## config.mk

```make
export PLATFORM = sky130hd
export DESIGN_NAME = fetch_stage
export DESIGN_NICKNAME = d
export VERILOG_FILES = /design/src/rtl/fetch_stage_pkg.sv /design/src/rtl/if_id_register.sv /design/src/rtl/fetch_stage.sv
export SDC_FILE = /design/constraint.sdc
export NUM_CORES = 1
export LEC_CHECK = 0
export ABC_AREA = 1
export ABC_CLOCK_PERIOD_IN_PS = 2100
export CORE_ASPECT_RATIO = 1.2
export CORE_MARGIN = 2
export CORE_UTILIZATION = 49
export DETAILED_ROUTE_END_ITERATION = 6
export PLACE_DENSITY = 0.8
export SYNTH_ARGS = -nofsm -noshare
export SYNTH_HDL_FRONTEND = slang
export SYNTH_SLANG_ARGS = --single-unit
```

## constraint.sdc

```tcl
create_clock -name Clk -period 2.1 [get_ports Clk]
set_clock_uncertainty 0.2 [all_clocks]
set_input_delay 0.42 -clock Clk [delete_from_list [all_inputs] [get_ports Clk]]
set_output_delay 0.42 -clock Clk [all_outputs]
set_load 0.02 [all_outputs]
```

## src/rtl/fetch_stage_pkg.sv

```systemverilog
// Shared constants for the instruction-fetch stage: the NOP encoding, the
// default reset PC and the watchdog FSM state encoding.
package fetch_stage_pkg;

  localparam logic [31:0] NOP_INSTR        = 32'h0000_0000;
  localparam logic [31:0] DEFAULT_RESET_PC = 32'h0000_0000;

  localparam logic [1:0] ST_RUN       = 2'd0;
  localparam logic [1:0] ST_STALLED   = 2'd1;
  localparam logic [1:0] ST_TIMED_OUT = 2'd2;

endpackage

```

## src/rtl/if_id_register.sv

```systemverilog
// IF/ID pipeline register: instruction word, PC+4 and a valid bit, with a
// squash input that wins over the write enable.
module if_id_register
  import fetch_stage_pkg::*;
(
  input  logic        Clk,
  input  logic        Reset_n,
  input  logic        i_write_en,
  input  logic        i_flush,
  input  logic [31:0] i_instr,
  input  logic [31:0] i_pc_plus4,
  output logic [31:0] o_instr,
  output logic [31:0] o_pc_plus4,
  output logic        o_valid
);

  logic [31:0] r_instr;
  logic [31:0] r_pc_plus4;
  logic        r_valid;

  // NOTE: sequential state uses non-blocking assignments so every register
  // samples the pre-edge values of the others.
  always_ff @(posedge Clk) begin
    if (!Reset_n) begin
      r_instr    <= NOP_INSTR;
      r_pc_plus4 <= 32'h0;
      r_valid    <= 1'b0;
    end else if (i_flush) begin
      r_instr    <= NOP_INSTR;
      r_pc_plus4 <= 32'h0;
      r_valid    <= 1'b0;
    end else if (i_write_en) begin
      r_instr    <= i_instr;
      r_pc_plus4 <= i_pc_plus4;
      r_valid    <= 1'b1;
    end
  end

  assign o_instr    = r_instr;
  assign o_pc_plus4 = r_pc_plus4;
  assign o_valid    = r_valid;

endmodule

```

## src/rtl/fetch_stage.sv

```systemverilog
// MIPS instruction-fetch stage: PC register, redirect handling, IF/ID
// register, saturating stall/flush counters and a stall watchdog.
module fetch_stage
  import fetch_stage_pkg::*;
#(
  parameter logic [31:0] RESET_PC  = DEFAULT_RESET_PC,
  parameter int unsigned CNT_W     = 32,
  parameter int unsigned MAX_STALL = 16
) (
  input  logic             Clk,
  input  logic             Reset_n,
  input  logic             PCWrite,
  input  logic             IFID_Write,
  input  logic             IF_Flush,
  input  logic             redirect_valid,
  input  logic [31:0]      redirect_target,
  input  logic [31:0]      imem_data,
  output logic [31:0]      imem_addr,
  output logic [31:0]      IFID_Instruction,
  output logic [31:0]      IFID_PCPlus4,
  output logic             IFID_Valid,
  output logic [CNT_W-1:0] stall_count,
  output logic [CNT_W-1:0] flush_count,
  output logic             stall_timeout
);

  localparam logic [7:0]       RUN_MAX = 8'(MAX_STALL);
  localparam logic [CNT_W-1:0] CNT_MAX = '1;

  logic [31:0]      r_pc;
  logic [CNT_W-1:0] r_stall_count;
  logic [CNT_W-1:0] r_flush_count;
  logic [7:0]       r_run_cnt;
  logic [1:0]       r_state;

  logic [31:0] w_pc_plus4;
  logic [31:0] w_target;
  logic        w_redirect_accept;
  logic        w_squash;
  logic [7:0]  w_run_next;
  logic [1:0]  w_state_next;

  assign w_pc_plus4        = r_pc + 32'd4;
  assign w_target          = redirect_target & 32'hFFFF_FFFC;
  // A redirect during a stall is dropped; ID keeps presenting it until PCWrite returns.
  assign w_redirect_accept = redirect_valid & PCWrite;
  assign w_squash          = IF_Flush | w_redirect_accept;

  always_comb begin
    w_run_next = r_run_cnt;
    if (PCWrite)
      w_run_next = 8'd0;
    else if (r_run_cnt != RUN_MAX)
      w_run_next = r_run_cnt + 8'd1;
  end

  always_comb begin
    w_state_next = r_state;
    case (r_state)
      ST_RUN:
        if (!PCWrite)
          w_state_next = (w_run_next == RUN_MAX) ? ST_TIMED_OUT : ST_STALLED;
      ST_STALLED:
        if (PCWrite)
          w_state_next = ST_RUN;
        else if (w_run_next == RUN_MAX)
          w_state_next = ST_TIMED_OUT;
      ST_TIMED_OUT:
        w_state_next = ST_TIMED_OUT;
      default:
        w_state_next = ST_RUN;
    endcase
  end

  // NOTE: reset is synchronous, so it lives inside the clocked block and is
  // tested first, ahead of every stall, flush and redirect condition.
  always_ff @(posedge Clk) begin
    if (!Reset_n) begin
      r_pc          <= RESET_PC;
      r_stall_count <= '0;
      r_flush_count <= '0;
      r_run_cnt     <= 8'd0;
      r_state       <= ST_RUN;
    end else begin
      if (w_redirect_accept)
        r_pc <= w_target;
      else if (PCWrite)
        r_pc <= w_pc_plus4;

      if (!PCWrite && r_stall_count != CNT_MAX)
        r_stall_count <= r_stall_count + CNT_W'(1);
      if (w_squash && r_flush_count != CNT_MAX)
        r_flush_count <= r_flush_count + CNT_W'(1);

      r_run_cnt <= w_run_next;
      r_state   <= w_state_next;
    end
  end

  if_id_register u_if_id (
    .Clk        (Clk),
    .Reset_n    (Reset_n),
    .i_write_en (IFID_Write),
    .i_flush    (w_squash),
    .i_instr    (imem_data),
    .i_pc_plus4 (w_pc_plus4),
    .o_instr    (IFID_Instruction),
    .o_pc_plus4 (IFID_PCPlus4),
    .o_valid    (IFID_Valid)
  );

  assign imem_addr     = r_pc;
  assign stall_count   = r_stall_count;
  assign flush_count   = r_flush_count;
  assign stall_timeout = (r_state == ST_TIMED_OUT);

endmodule

```

* After elaboration in Yosys (flattened, before gate mapping) *
Cells that the tools add are included.

storage, ports and cells
  register bits after elaboration = 171
  input port bits = 70

operators by class
  add/subtract/negate cells = 4
  eq/ne operators = 8
  reduce and logical (&&, ||, !) cells = 8
  mux-type cells = 9
  bitwise gates (word level) = 3

operator list
  kind                   number
  $add 32x1->32 const B  2
  $mux 32                2
  $ne 32x32->1 const B   2
  $add 32x3->32 const B  1
  $mux 8                 2
  $add 8x1->8 const B    1
  $eq 8x5->1 const B     1
  $mux 2                 4
  $ne 8x5->1 const B     1
  $pmux 2 s3             1
  $reduce_or 2->1        2
  $ne 3x3->1 const B     1
  $eq 2x1->1 const B     1
  $eq 2x2->1 const B     1
  $logic_and 1x1->1      2
  $logic_not 2->1        1
  $ne 2x2->1 const B     1
  $reduce_and 2->1       1
  $reduce_bool 2->1      1
  $and 1x1->1            1
  $logic_not 1->1        1
  $not 1->1              1
  $or 1x1->1             1

* Longest topological paths before layout *
  depth after elaboration = 7
  mapped depth = 12
  gate-level depth less buffers = 12

* Modules after synthesis *
From an unflattened synthesis, not the netlist that was laid out.

unflattened totals
  cells, all modules = 1413
  area, all modules = 9076.2 µm²

by module, submodules not included
  module          area each (µm²)  instances  cells an instance
  fetch_stage     6822.8           1          1131
  if_id_register  2253.4           1          282

* Worst setup path after synthesis *
No wires, ideal clock.

  kind = register to register
  start point = reg r_flush_count[0] (netlist: flush_count[0])
  end point = reg r_flush_count[21] (netlist: flush_count[21])
  setup slack = 0.047 ns
  arrival = 1.717 ns
  library setup time = 0.136 ns
  cell stages (with the launch flop) = 12
  path through = dfxtp_1 ha_1 nand2_2 nor2_2 nand2_2 nor2_2 nand2_2 nand2_2 inv_2 clkbuf_1 nand2_1 a21oi_2

between the ends
  word-level cells in the longest chain between the ends = 2
  elaborated cells on any way between the ends = 3

RTL lines
  item                                                   line               RTL
  from (decl)                                            fetch_stage.sv:32  logic [CNT_W-1:0] r_flush_count;
  from (signal assigned)                                 fetch_stage.sv:93  r_flush_count <= r_flush_count + CNT_W'(1);
  branches (longest 2 deep; another with $add 32x1->32)  n/a

Several ways; the timed one is not identified.
A chain may end at the register's enable or synchronous reset.

* Final worst setup path *
  start point = reg r_flush_count[9] (netlist: flush_count[9])
  end point = out flush_count[9]

RTL lines
  item       line               RTL
  to (decl)  fetch_stage.sv:23  output logic [CNT_W-1:0] flush_count,

No word-level cell between the ends.

==> metrics.cfg <==
[global_routing]
antenna_found_initial = 1
grt_pass1_wl_um = 43100
grt.total_usage = 0.281
grt_pass1_vias = 8666
gr-total-overflow = 0
grt_max_degree = 85

[synth]
ys_types = 41
synth_seq_cells = 167
syn_inst = 1356
yosys_warnings = 0
synthFlopType = dfxtp_1
postSynth.asyncResetShare = 0
syn_area_per_cell_um2 = 6.51
ys_seq_area_frac = 0.379
synth_edf_count = 0
syn-cell-area_um2 = 8830

[detailed_routing]
vias = 9705
wl_per_cell_um = 14.9
ant_nets = 0
drt_first_pass_iters = 5
route.detailed.drc = 0
drtIter0Drc = 764
drt-total-wl_um = 27900
viasPerCell = 5.20

[sta]
hold_viol = 0
slew_violations = 0
setup_viol = 0
period_share = 0.988
finalWorstSetupSlack_ns = 0.0251
period_minus_slack_ns = 2.07
fmax_ghz = 0.482

[worst_setup_path]
r2r_cells = 11
startpoint_type = register
path_depth = 1
crit_family = buffers and inverters
slowest_delay_ns = 0.63
worstPathArrival_ns = 1.45
worstPathMaxFanout = 4
cp-end-kind = primary output
crit_type = reg2out
required_ns = 1.48
critical-path-slowest-cell = clkdlybuf4s50_1
critical_path_buf_inv_count = 1
worstPathCellList = clkdlybuf4s50_1

[final_layout]
drive_above_1_share = 0.107
finalNetCount = 1709
syn2layout_area_growth_pct = 40.7
fin_cells = 1868
utilization = 0.707
post-route-cell-area_um2 = 12400

[clock_tree]
clock_sinks = 167
cts_max_path_buffers = 2
cts-root-buf = clkbuf_16
cts_made_buffers = 17
cts_max_level = 4
insertion_delay_ns = 0.43
cts_tree = yes
clk_pin_slew_ns = 0.07
hold_buffers = 0

[power_and_ir_drop]
p_seq_frac = 0.448
intPower_mw = 5.35
power_switching_mw = 2.06
p_per_area_nw_per_um2 = 596
switching_share = 0.277
peakVddDrop_mv = 0.506
power.share.clock = 0.433
p_comb_frac = 0.119
leakage_nw = 5.49

[place]
post-place-cells = 1833
dpl_cell_area_um2 = 11800
portBuffers = 225
place_ws_ns = -0.267
place_congestion = 1.02
hpwl_um = 20300

[floorplan]
initial_core_util = 0.502
io_pins = 232
core_area_um2 = 17600
dieHeight_um = 151
row_count = 53
die_x_um = 127
dieArea_um2 = 19100

[hold_path]
hold_path.class = in2reg
hold_path_depth = 3

[flow_run]
max_cap_violations = 0

[outcome]
outcome = complete, no violations

## metrics by stage
step / power, mW / hold WS, ns / setup TNS (ns)
final: 7.41 / 0.224 / 0
after global routing: 7.67 / 0.226 / -0.0594
after CTS: 7.45 / 0.200 / 0
after detailed placement: 4.28 / 0.250 / -17.58
after global placement: 4.27 / 0.247 / -10.38
after floorplan: 3.83 / 0.298 / 0
## cells in the mapped netlist, types with 7 or more instances
cell        n  share of area
nand4_1     9         0.0064
dfxtp_1   167           0.38
a21oi_2     7         0.0069
buf_2       9         0.0051
nand2_2     8         0.0057
nand2_1   415           0.18
buf_6       7         0.0089
nand3_1    47          0.027
nand3b_1    9         0.0077
a21oi_1   101          0.057
inv_1     134          0.057
o21ai_0    60          0.034
o21ai_1     8         0.0045
nor2_2     11         0.0078
xor2_1     42          0.042
nor2_1    203          0.086
clkbuf_1   31          0.013
nor3_1     30          0.017
## path summary, 6_finish.rpt
| check | from | endpoint | slack [ns] |
|---|---|---|---|
| min reg2reg | u_if_id.o_instr[6] | u_if_id.o_instr[6] | 0.26 |
| max reg2reg | imem_addr[2] | u_if_id.o_pc_plus4[20] | 0.11 |
| max | flush_count[9] | flush_count[9] | 0.03 |
| min | IFID_Write | u_if_id.o_instr[1] | 0.22 |
## sequential cells by signal (all words and copies together) (netlist names)
signal              flops
u_if_id.o_pc_plus4     30
r_run_cnt               8
flush_count            32
u_if_id.o_instr        32
r_state                 2
u_if_id.o_valid         1
imem_addr              30
stall_count            32
## layout make-up
| type | count | area [um^2] |
|---|---|---|
| antenna | 1 | 2.50 |
| clock buffer | 17 | 425 |
| clock inverter | 15 | 179 |
| fill | 1508 | 5150 |
| inverter | 139 | 524 |
| multi-input combinational | 1000 | 4720 |
| sequential | 167 | 3350 |
| tap | 220 | 275 |
| timing repair buffer | 309 | 2950 |
## power by group through the flow
stage / Sequential [mW] / Combinational [mW] / Clock [mW]
2_1_floorplan: 3.47 / 0.357 / 0
3_3_place_gp: 3.38 / 0.882 / 0
3_5_place_dp: 3.39 / 0.892 / 0
4_1_cts: 3.31 / 0.878 / 3.26
5_1_grt: 3.33 / 0.951 / 3.39
6_report: 3.32 / 0.882 / 3.21
## layout by cell type (no fill, tap or decap), types with 15 or more instances in the layout
master,count
nand2_1,415
dlygate4sd2_1,76
nor3_1,26
nor2_1,201
clkdlybuf4s50_1,133
xor2_1,42
inv_1,133
dlymetal6s2s_1,15
clkbuf_16,17
a21oi_1,101
dfxtp_1,160
o21ai_0,60
buf_4,74
nand3_1,47
## layer usage
metal | up-vias | global-route usage | routed length [um]
met5 | - | 0 | 0
met4 | 0 | 0.114 | 900
met3 | 62 | 0.0505 | 1870
met2 | 396 | 0.481 | 13400
met1 | 4423 | 0.350 | 11700
li1 | 4824 | - | -
## cell families after synthesis
logic type	share of synthesized area
and+or+nand+nor	0.350
AOI/OAI and AO/OA	0.122
buffers and inverters	0.0945
DFF	0.379
xor gates and xnor gates	0.0476
adders and majority gates	0.00709
other	0.000425
## repair_timing
item                       CTS  global route
gates resized for setup     76            35
buffers inserted             0             2
setup endpoints to repair   76            66
pin swaps                    0             2
Power figures use the tool's default switching activity.
